$ cat config.mk
export PLATFORM = sky130hd
export DESIGN_NAME = siso_link_ctrl
export DESIGN_NICKNAME = d
export VERILOG_FILES = /design/src/rtl/siso_link_pkg.sv /design/src/rtl/siso_tag_pipe.sv /design/src/rtl/siso_link_ctrl.sv
export SDC_FILE = /design/constraint.sdc
export NUM_CORES = 1
export LEC_CHECK = 0
export ABC_AREA = 1
export CAP_MARGIN = 5
export CELL_PAD_IN_SITES_DETAIL_PLACEMENT = 0
export CELL_PAD_IN_SITES_GLOBAL_PLACEMENT = 1
export CORE_MARGIN = 8
export CORE_UTILIZATION = 30
export CTS_CLUSTER_DIAMETER = 100
export DETAILED_ROUTE_END_ITERATION = 16
export PLACE_DENSITY = 0.64
export SYNTH_ARGS = -nofsm -noshare
export SYNTH_HDL_FRONTEND = slang
export SYNTH_HIERARCHICAL = 1
export SYNTH_SLANG_ARGS = --single-unit
$ cat constraint.sdc
create_clock -name clk -period 1.4 [get_ports clk]
set_input_delay 0.21 -clock clk [delete_from_list [all_inputs] [get_ports clk]]
set_output_delay 0.21 -clock clk [all_outputs]
set_load 0.1 [all_outputs]
$ cat src/rtl/siso_link_pkg.sv
// rtl/siso_link_pkg.sv - shared types and defaults for the serial shift-chain link controller
package siso_link_pkg;

   localparam int WIDTH_DEF = 8;
   localparam int DEPTH_DEF = 4;

   typedef enum logic {
      IDLE  = 1'b0,
      SHIFT = 1'b1
   } tx_state_t;

   typedef struct packed {
      logic valid;
      logic last;
      logic msb_first;
   } bit_tag_t;

   localparam bit_tag_t TAG_NONE = '{valid: 1'b0, last: 1'b0, msb_first: 1'b0};

endpackage

$ cat src/rtl/siso_tag_pipe.sv
// rtl/siso_tag_pipe.sv - DEPTH-stage tag delay line shadowing the external shift chain
module siso_tag_pipe
   import siso_link_pkg::*;
#(
   parameter int DEPTH = DEPTH_DEF
) (
   input  logic     clk,
   input  logic     reset_n,
   input  bit_tag_t tag_in,
   output bit_tag_t tag_out,
   output logic     any_valid
);

   bit_tag_t stage [DEPTH];

   always_ff @(posedge clk or negedge reset_n) begin
      if (!reset_n) begin
         for (int i = 0; i < DEPTH; i++) begin
            stage[i] <= TAG_NONE;
         end
      end else begin
         stage[0] <= tag_in;
         for (int i = 1; i < DEPTH; i++) begin
            stage[i] <= stage[i-1];
         end
      end
   end

   assign tag_out = stage[DEPTH-1];

   always_comb begin
      any_valid = 1'b0;
      for (int i = 0; i < DEPTH; i++) begin
         any_valid = any_valid | stage[i].valid;
      end
   end

endmodule

$ cat src/rtl/siso_link_ctrl.sv
// rtl/siso_link_ctrl.sv - word-to-serial sequencer and collector around an external DFF shift chain
module siso_link_ctrl
   import siso_link_pkg::*;
#(
   parameter int WIDTH = WIDTH_DEF,
   parameter int DEPTH = DEPTH_DEF,
   parameter int CNT_W = $clog2(WIDTH)
) (
   input  logic             clk,
   input  logic             reset_n,
   input  logic             in_valid,
   input  logic [WIDTH-1:0] in_data,
   input  logic             in_msb_first,
   output logic             in_ready,
   output logic             sr_d,
   input  logic             sr_q,
   output logic             out_valid,
   output logic [WIDTH-1:0] out_data,
   output logic             busy
);

   localparam logic [CNT_W-1:0] LAST_CNT = CNT_W'(WIDTH - 1);
   localparam logic [CNT_W-1:0] PREV_CNT = CNT_W'(WIDTH - 2);

   tx_state_t        state;
   logic [CNT_W-1:0] bit_cnt;
   logic [WIDTH-1:0] hold;
   logic             hold_msb;
   bit_tag_t         sr_tag;
   bit_tag_t         tag_out;
   logic             tags_busy;
   logic [WIDTH-1:0] collect;
   logic [WIDTH-1:0] next_word;
   logic             last_bit;
   logic             accept;

   assign last_bit = (state == SHIFT) && (bit_cnt == LAST_CNT);
   assign in_ready = (state == IDLE) || last_bit;
   assign accept   = in_valid && in_ready;

   // sr_tag travels with sr_d so the tag pipe stays aligned with the chain's first flop
   always_ff @(posedge clk or negedge reset_n) begin
      if (!reset_n) begin
         state    <= IDLE;
         bit_cnt  <= '0;
         hold     <= '0;
         hold_msb <= 1'b0;
         sr_d     <= 1'b0;
         sr_tag   <= TAG_NONE;
      end else if (accept) begin
         state    <= SHIFT;
         bit_cnt  <= '0;
         hold_msb <= in_msb_first;
         sr_d     <= in_msb_first ? in_data[WIDTH-1] : in_data[0];
         hold     <= in_msb_first ? (in_data << 1) : (in_data >> 1);
         sr_tag   <= '{valid: 1'b1, last: 1'b0, msb_first: in_msb_first};
      end else if ((state == SHIFT) && !last_bit) begin
         bit_cnt <= bit_cnt + CNT_W'(1);
         sr_d    <= hold_msb ? hold[WIDTH-1] : hold[0];
         hold    <= hold_msb ? (hold << 1) : (hold >> 1);
         sr_tag  <= '{valid: 1'b1, last: (bit_cnt == PREV_CNT), msb_first: hold_msb};
      end else begin
         state   <= IDLE;
         bit_cnt <= '0;
         sr_d    <= 1'b0;
         sr_tag  <= TAG_NONE;
      end
   end

   siso_tag_pipe #(
      .DEPTH (DEPTH)
   ) u_tag_pipe (
      .clk       (clk),
      .reset_n   (reset_n),
      .tag_in    (sr_tag),
      .tag_out   (tag_out),
      .any_valid (tags_busy)
   );

   assign next_word = tag_out.msb_first ? {collect[WIDTH-2:0], sr_q}
                                        : {sr_q, collect[WIDTH-1:1]};

   always_ff @(posedge clk or negedge reset_n) begin
      if (!reset_n) begin
         collect   <= '0;
         out_data  <= '0;
         out_valid <= 1'b0;
      end else begin
         out_valid <= 1'b0;
         if (tag_out.valid) begin
            if (tag_out.last) begin
               collect   <= '0;
               out_data  <= next_word;
               out_valid <= 1'b1;
            end else begin
               collect <= next_word;
            end
         end
      end
   end

   assign busy = (state == SHIFT) || sr_tag.valid || tags_busy;

endmodule
==> After elaboration in Yosys (flattened, before gate mapping) <==
Cells that the tools add are included.
{ "op_classes": {"n_addsub": 1, "eq_ne": 3, "muxes": 18, "bitwise": 4, "reduce_logical": 9} }
{ "ops": {"columns": ["op", "count"], "rows": [
  ["$mux W8", 6],
  ["$mux W3", 4],
  ["$mux W1", 8],
  ["$eq A3 B3 Y1 const B", 2],
  ["$add A3 B1 Y3 const B", 1],
  ["$logic_and A1 B1 Y1", 3],
  ["$logic_or A1 B1 Y1", 3],
  ["$or A1 B1 Y1", 3],
  ["$ne A2 B2 Y1 const B", 1],
  ["$reduce_and A2 Y1", 1],
  ["$reduce_bool A2 Y1", 1],
  ["$logic_not A1 Y1", 1],
  ["$not A1 Y1", 1]
]} }
{ "word_totals": {"ff_bits": 46, "input_bits": 13, "out_inout_bits": 12, "word_cells": 58} }

==> Logic depth before layout (Yosys ltp) <==
Gate-level depths: netlist of run 1.
{ "depth": {"word_depth": 6, "mapped_depth": 8, "depth_no_buf": 8} }

==> Cells and area by module <==
Netlist of run 1, hierarchy kept.
{ "modules_own_cells": {"columns": ["mod", "n_inst", "cells_per_inst", "area_each_um2", "seq_area_each_um2"], "rows": [
  ["siso_link_ctrl", 1, 204, 1644.1, 850.8],
  ["siso_tag_pipe", 1, 18, 334.1, 300.3]
]} }

==> Worst setup path after synthesis of run 1 <==
No wires, ideal clock.
{ "synth_timing": {"path_kind": "register to register", "start": "reg bit_cnt[0]", "end": "reg hold[5]", "setup_ns": 0.117, "t_arrival_ns": 1.359, "required_ns": 1.283, "setup_slack_ns": -0.076, "stages_incl_launch_ff": 8, "n_path_buf": 1, "synth_period_minus_slack_ns": 1.476, "cell_sequence": "dfrtp_1 > ha_1 > ha_1 > inv_1 > nand2_4 > buf_8 > nor2_1 > nor2_1"} }
{ "synth_via": {"elab_chain_len": 5, "elab_cells_between_ends": 8, "classes_between": "eq/ne (1); mux (1); reduce/logical (6)"} }
{ "synth_lines": {"columns": ["element", "line_no", "rtl"], "rows": [
  ["from (decl)", "siso_link_ctrl.sv:26", "logic [CNT_W-1:0] bit_cnt;"],
  ["from (signal assigned)", "siso_link_ctrl.sv:58", "bit_cnt <= bit_cnt + CNT_W'(1);"],
  ["$eq A3 B3 Y1 (*)", "siso_link_ctrl.sv:37", "assign last_bit = (state == SHIFT) && (bit_cnt == LAST_CNT);"],
  ["$logic_and A1 B1 Y1 (*)", "siso_link_ctrl.sv:37", null],
  ["$logic_or A1 B1 Y1 (*)", "siso_link_ctrl.sv:38", "assign in_ready = (state == IDLE) || last_bit;"],
  ["via in_ready", "siso_link_ctrl.sv:14", "output logic in_ready,"],
  ["$logic_and A1 B1 Y1 (*)", "siso_link_ctrl.sv:39", "assign accept = in_valid && in_ready;"],
  ["$mux W8 or $reduce_bool A2 Y1 (tied branches)", null, null],
  ["to (signal assigned)", "siso_link_ctrl.sv:55", "hold <= in_msb_first ? (in_data << 1) : (in_data >> 1);"],
  ["to (signal assigned)", "siso_link_ctrl.sv:60", "hold <= hold_msb ? (hold << 1) : (hold >> 1);"],
  ["to (decl)", "siso_link_ctrl.sv:27", "logic [WIDTH-1:0] hold;"]
]} }
Mark *: on every way through the listed nets, which the timed path passes. The rest lies on a longest branch.
A chain may end at the register's enable or synchronous reset.

==> Worst setup path in the final report of run 1 <==
{ "layout_timing": {"start": "reg u_tag_pipe/stage[5] in the netlist's numbering", "end": "out busy"} }
{ "layout_via": {"elab_chain_len": 3} }
{ "layout_lines": {"columns": ["element", "line_no", "rtl"], "rows": [
  ["from (decl)", "siso_tag_pipe.sv:14", "bit_tag_t stage [DEPTH];"],
  ["from (signal, indexed assignment)", "siso_tag_pipe.sv:24", "stage[i] <= stage[i-1];"],
  ["$or A1 B1 Y1 (2 in a row)", "siso_tag_pipe.sv:34", "any_valid = any_valid | stage[i].valid;"],
  ["via tags_busy", "siso_link_ctrl.sv:31", "logic tags_busy;"],
  ["$logic_or A1 B1 Y1", "siso_link_ctrl.sv:102", "assign busy = (state == SHIFT) || sr_tag.valid || tags_busy;"],
  ["to (decl)", "siso_link_ctrl.sv:19", "output logic busy"]
]} }
The timed path passes the listed nets, and every way through them passes these cells.

==> flow_summary_export.csv, run 1 <==
group,metric,value,unit
outcome,status,"complete, but fails checks",
outcome,violations,"setup timing",
synth,synth_compound_area_frac,0.0835,
power_and_ir_drop,intPower,3610,uW
setup_path,worstReg2RegStart,"bit_cnt[0]",
power_and_ir_drop,pwr_density_cell,2350,nW/um2
grt,grt_pass1_vias,1552,
grt,grt_max_degree,47,
timing,timing.hold.ws,350,ps
finish,mostFrequentLayoutCell,"nand2_1",
synth,synthAdderAreaFrac,0.0190,
setup_path,crit_slowest_cell,"dfrtp_1",
finish,antenna_cells,0,
timing,post-route-min-period,1590,ps
timing,fin_ws,-191,ps
grt,antenna_found_initial,0,
finish,nNetsFinal,279,
setup_path,reg2reg_depth,9,
setup_path,crit_path_end_kind,"output pin",
timing,worst_pin_slew,418,ps
route,drt-pass1-iter-count,4,
setup_path,arrival,1380,ps
route,avgRoutedWirePerCell,12.3,um
grt,overflow,0,
power_and_ir_drop,seqPwrFrac,0.354,
power_and_ir_drop,power,6390,uW
synth,syn_nets,238,
setup_path,critPathBufInv,1,
setup_path,crit_required,1190,ps
synth,syn_area,1980,um2
die,core-area,6350,um2
power_and_ir_drop,clkPwrFrac,0.151,
power_and_ir_drop,power_switching,2790,uW
power_and_ir_drop,swShare,0.436,
timing,slew_violations,0,
placed_design,dpl.hpwl,2890,um
finish,drive_gt1_frac,0.223,
clocking,clock-root-buffer,"clkbuf_8",
min_path,hold_depth,0,
clocking,h-tree-depth,2,
clocking,clk_path_buf_depth,2,
setup_path,ff2ff_setup_slack,-80,ps
die,ioPinCount,25,
route,avgViaCountPerCell,4.42,
placed_design,io_buffers,24,
timing,hold_viol_final,0,
finish,n_fill_cell,616,
setup_path,worstPathMaxFanout,2,
placed_design,gp_congestion,0.777,
power_and_ir_drop,vdd_drop_max,1.24,mV
finish,multi_input_area,764,um2
timing,setup_viol,9,
clocking,cts.sinks,46,
setup_path,crit_path_max_incr_delay,380,ps
clocking,tritoncts,"done",
min_path,holdPathEnd,"u_tag_pipe/stage[3]",
route,drt_iter0_markers,52,
placed_design,place_ws,7.22,ps
setup_path,path_class,"reg2out",
setup_path,worst_setup_path_start_kind,"register",
setup_path,worstPathCellList,"nor2_1 > nand2_1 > or3_4 > buf_12",
timing,fmax,0.629,GHz
timing,finClkSkew,3.81,ps
finish,final_cell_mix,"nand2_1, dfrtp_1, inv_1, o21ai_0, nor2_1",
clocking,clk_pin_slew,80,ps
synth,avgSynthCellArea,8.91,um2
synth,synth-xor-area-share,0,
grt,grt_use_total,0.0893,
power_and_ir_drop,p_leak,0.00130,uW
power_and_ir_drop,combPwrFrac,0.495,
clocking,numCtsBuffers,5,
timing,min_period_over_period,1.14,
setup_path,cpLargestDelayFamily,"simple AND/OR/NAND/NOR gates",
route,vias,1508,
timing,tns,-633,ps
finish,seq_area,1150,um2
timing,slew_headroom,0.722,
finish,syn_to_final_growth,37.4,%
synth,yosysSeqAreaShare,0.582,
die,die_y,97.2,um
die,dieWidth,97.2,um
synth,ys_warn_count,6,
min_path,hold_path_class,"reg2reg",
synth,synthMuxAreaShare,0,
die,rows,29,
synth,synth-simple-area-share,0.242,
clocking,clkLatencyLatePin,300,ps
timing,rsz0062_at_grt,"yes",
route,ant_nets,0,
die,start_util,0.312,
synth,ys_types,23,
grt,grt_pass1_wl,7020,um
synth,syn_inst,222,
setup_path,r2r-end,"hold[5]",
die,dieArea,9450,um2
job,cap_violations,0,
synth,ys_ff_latch,46,
min_path,hold_start,"u_tag_pipe/stage[6]",
route,wirelength,4210,um
route,drc_errors,0,
synth,synth_top_family_by_area,"simple AND/OR/NAND/NOR gates",
-- metal layers --
layer / track usage / vias to the layer above / share of wire
met3: 0.0242 / 9 / 0.044
met4: 0.0556 / 0 / 0.027
met2: 0.140 / 34 / 0.45
li1: - / 771 / -
met5: 0 / - / 0
met1: 0.106 / 694 / 0.48
-- sequential cells by signal, summed over array words and instances, names as in the netlist, 3 cells and up --
register            count
hold                    8
collect                 8
sr_tag                  3
u_tag_pipe/stage        9
u_tag_pipe/tag_out      3
bit_cnt                 3
out_data                8
-- final cells by class --
| type | count | area share |
|---|---|---|
| repair buffers | 41 | 0.188 |
| flip-flops and latches | 46 | 0.423 |
| clock inverters | 1 | 0.0110 |
| clock buffers | 7 | 0.0281 |
| well taps | 77 | 0.0354 |
| multi-input cells | 147 | 0.281 |
| inverters | 22 | 0.0331 |
-- power by group through the flow --
stage                     sequential (uW)  clock (uW)  combinational [uW]
after floorplan                      2880           0                1310
after global placement               2270           0                2870
after detailed placement             2270           0                2890
after CTS                            2260         989                2990
after global routing                 2340        1040                3430
final                                2260         965                3170
-- how the worst max path moves through the flow --
stage	cells after the start	end	startpoint	slack, ps
floorplan	7	hold[5]	bit_cnt[0]	30
global placement	8	hold[3]	bit_cnt[0]	40
detailed placement	8	hold[3]	bit_cnt[0]	7
CTS	4	busy	u_tag_pipe/stage[5]	-210
global route	4	busy	u_tag_pipe/stage[5]	-260
finish	4	busy	u_tag_pipe/stage[5]	-190
-- synthesized netlist by cell type --
master	number	area share
nor2_4	1	0.0057
nor2_2	1	0.0032
nand3_1	11	0.028
nand2_2	1	0.0032
nand2_4	2	0.011
nand2_1	78	0.15
o211ai_1	2	0.0076
inv_2	2	0.0038
a21oi_4	1	0.0082
o21ai_0	23	0.058
a21oi_1	1	0.0025
nand3b_1	1	0.0038
or2_2	1	0.0032
nor2_1	17	0.032
ha_1	3	0.019
or3_2	1	0.0038
buf_4	5	0.019
dfrtp_1	46	0.58
buf_8	1	0.0076
buf_2	2	0.0051
o21ai_1	1	0.0025
inv_1	20	0.038
o21ai_2	1	0.0044
-- what timing repair did --
item | in CTS | in global routing
hold endpoints to repair | 46 | 0
hold buffers | 1 | 0
gates resized for setup | 5 | 21
setup endpoints to repair | 5 | 13
buffers inserted | 3 | 3
gates cloned | 0 | 2
pin swaps | 4 | 17
-- through the flow --
stage	area (um2)	instances	utilization
floorplan	1990	222	-
global placement	2450	324	0.386
detailed placement	2450	324	0.386
CTS	2610	336	0.412
global route	2720	341	0.428
finish	2720	341	0.428
-- kinds of logic after synthesis --
| kind of cell | count (synthesis) |
|---|---|
| buf+inv | 30 |
| simple gates | 114 |
| flops | 46 |
| compound gates | 29 |
| fa+ha+maj | 3 |
(Power assumes the default switching activity.)
==> run 2: changes to the inputs <==
--- a/config.mk
+++ b/config.mk
@@ -14,6 +14,7 @@
 export CTS_CLUSTER_DIAMETER = 100
 export DETAILED_ROUTE_END_ITERATION = 16
 export PLACE_DENSITY = 0.64
+export SLEW_MARGIN = 20
 export SYNTH_ARGS = -nofsm -noshare
 export SYNTH_HDL_FRONTEND = slang
 export SYNTH_HIERARCHICAL = 1
==> results of run 2 <==
The final DEF is identical to that of run 1; final timing and power are the same.
==> run 3: changes to the inputs <==
--- a/config.mk
+++ b/config.mk
@@ -10,10 +10,11 @@
 export CELL_PAD_IN_SITES_DETAIL_PLACEMENT = 0
 export CELL_PAD_IN_SITES_GLOBAL_PLACEMENT = 1
 export CORE_MARGIN = 8
-export CORE_UTILIZATION = 30
+export CORE_UTILIZATION = 37
 export CTS_CLUSTER_DIAMETER = 100
 export DETAILED_ROUTE_END_ITERATION = 16
-export PLACE_DENSITY = 0.64
+export PLACE_DENSITY = 0.76
+export SETUP_SLACK_MARGIN = 0.15
 export SLEW_MARGIN = 20
 export SYNTH_ARGS = -nofsm -noshare
 export SYNTH_HDL_FRONTEND = slang
==> run 3 against run 2 <==
Compared with the run above: the run still ends with setup timing left; first-iteration DRC count rose by 25%; clock power is 20% higher; count of clock-buffer cells in the layout shrank 2; via count up 0.53%; clock skew rose by 6.2 ps; highest routed layer unchanged.
==> flow_summary_export.csv, run 3 (same netlist as run 1, synthesis figures left out) <==
group,metric,value,unit
die,dieArea,7940,um2
timing,fmax,0.624,GHz
setup_path,crit_path_end_kind,"output pin",
timing,setup_viol,13,
finish,n_fill_cell,469,
setup_path,crit_slowest_cell,"dfrtp_1",
job,cap_violations,0,
setup_path,crit_path_max_incr_delay,400,ps
setup_path,worst_setup_path_start_kind,"register",
setup_path,reg2reg_depth,9,
route,highest_layer,"met4",
route,avgRoutedWirePerCell,12.4,um
placed_design,io_buffers,24,
finish,syn_to_final_growth,46.2,%
timing,fin_ws,-202,ps
finish,final_cell_mix,"nand2_1, dfrtp_1, o21ai_0, inv_1, buf_12",
finish,mostFrequentLayoutCell,"nand2_1",
setup_path,worstReg2RegStart,"bit_cnt[1]",
grt,grt_pass1_vias,1562,
grt,grt_max_degree,47,
setup_path,r2r-end,"hold[5]",
finish,final_util,0.563,
outcome,violations,"setup timing",
grt,grt_pass1_wl,7290,um
power_and_ir_drop,vdd_drop_max,1.29,mV
finish,largest-register,"u_tag_pipe/stage",
setup_path,crit_required,1190,ps
setup_path,worstPathCellList,"nor2_2 > nand2_1 > or3_4 > buf_12",
route,dr_wl_met2,2070,um
outcome,status,"complete, but fails checks",
power_and_ir_drop,pwr_density_cell,2410,nW/um2
timing,hold_viol_final,0,
timing,rsz0062_at_grt,"yes",
grt,overflow,0,
route,drt-pass1-iter-count,4,
min_path,hold_depth,0,
finish,nNetsFinal,282,
timing,min_period_over_period,1.14,
setup_path,path_class,"reg2out",
placed_design,gp_congestion,0.788,
finish,antenna_cells,0,
timing,post-route-min-period,1600,ps
setup_path,worstPathMaxFanout,2,
grt,grt_use_total,0.119,
grt,antenna_found_initial,0,
die,start_util,0.385,
route,vias,1516,
die,rows,26,
timing,slew_violations,0,
route,drt_iter0_markers,65,
clocking,clock-root-buffer,"clkbuf_8",
route,met3_length,197,um
clocking,clk_path_buf_depth,2,
clocking,cts.sinks,46,
min_path,hold_start,"u_tag_pipe/stage[10]",
power_and_ir_drop,p_leak,0.00136,uW
finish,largest_reg_flops,9,
setup_path,ff2ff_setup_slack,-150,ps
die,ioPinCount,25,
clocking,numCtsBuffers,5,
clocking,tritoncts,"done",
timing,slew_headroom,0.727,
route,avgViaCountPerCell,4.50,
clocking,h-tree-depth,2,
finish,drive_gt1_frac,0.281,
clocking,clk_pin_slew,90,ps
die,dieWidth,89.1,um
route,wirelength,4170,um
timing,tns,-1370,ps
die,core-area,5140,um2
timing,finClkSkew,9.97,ps
route,met1_length,1820,um
route,drc_errors,0,
placed_design,dpl.hpwl,2730,um
die,die_y,89.1,um
timing,worst_pin_slew,409,ps
timing,timing.hold.ws,347,ps
min_path,holdPathEnd,"u_tag_pipe/stage[7]",
setup_path,arrival,1390,ps
placed_design,place_ws,5.79,ps
route,ant_nets,0,
min_path,hold_path_class,"reg2reg",
clocking,clkLatencyLatePin,300,ps
-- run 3: cell types whose count changed in the layout (fill, tap and decap cells not counted), sizes merged --
cell,delta
clkbuf,-2
bufinv,+1
clkinv,+1
buf,+3
-- run 3: how the worst max path moves through the flow --
stage                          end  cells past startpoint  slack, ps                   from
after CTS                     busy                      4       -220    u_tag_pipe/stage[5]
after detailed placement  hold_msb                      5          6               in_valid
final                         busy                      4       -200  u_tag_pipe/tag_out[2]
after global placement     hold[5]                      6         40               in_valid
after floorplan            hold[6]                      8         80             bit_cnt[0]
after global routing          busy                      4       -250  u_tag_pipe/tag_out[2]
-- run 3: critical path, delay by kind of cell (launching register included) --
family / cells / cell delay (ps)
DFF: 1 / 400
buffers and inverters: 1 / 170
and+or+nand+nor: 3 / 520
-- run 3: final cells by class --
class	count	area [um2]	area share
Multi-Input combinational cell	147	838	0.290
Timing Repair Buffer	44	583	0.202
Sequential cell	46	1150	0.399
Inverter	22	92.6	0.0320
Clock inverter	3	68.8	0.0238
Tap cell	70	87.6	0.0303
Clock buffer	5	68.8	0.0238
-- run 3: repair_timing --
item,CTS,global route
buffers inserted,7,3
hold endpoints to repair,46,0
setup endpoints to repair,18,20
pin swaps,12,16
resized for setup,28,14
gates cloned,2,0
hold buffers,1,0
-- run 3: through the flow --
| step | std cells | total power, uW | area [um2] |
|---|---|---|---|
| floorplan | 222 | 4240 | 2010 |
| global placement | 316 | 5150 | 2460 |
| detailed placement | 316 | 5160 | 2460 |
| CTS | 334 | 6780 | 2810 |
| global route | 337 | 7420 | 2890 |
| finish | 337 | 6970 | 2890 |
-- run 3: power breakdown --
part	internal [uW]	switching, uW
sequential	1870	415
clock	715	449
combinational	1450	2080
total	4030	2940
-- run 3: layer usage --
layer  vias up  global-route usage
met5         -                   0
met4         0              0.0619
met3         6              0.0294
met2        41               0.193
met1       688               0.142
li1        781                   -
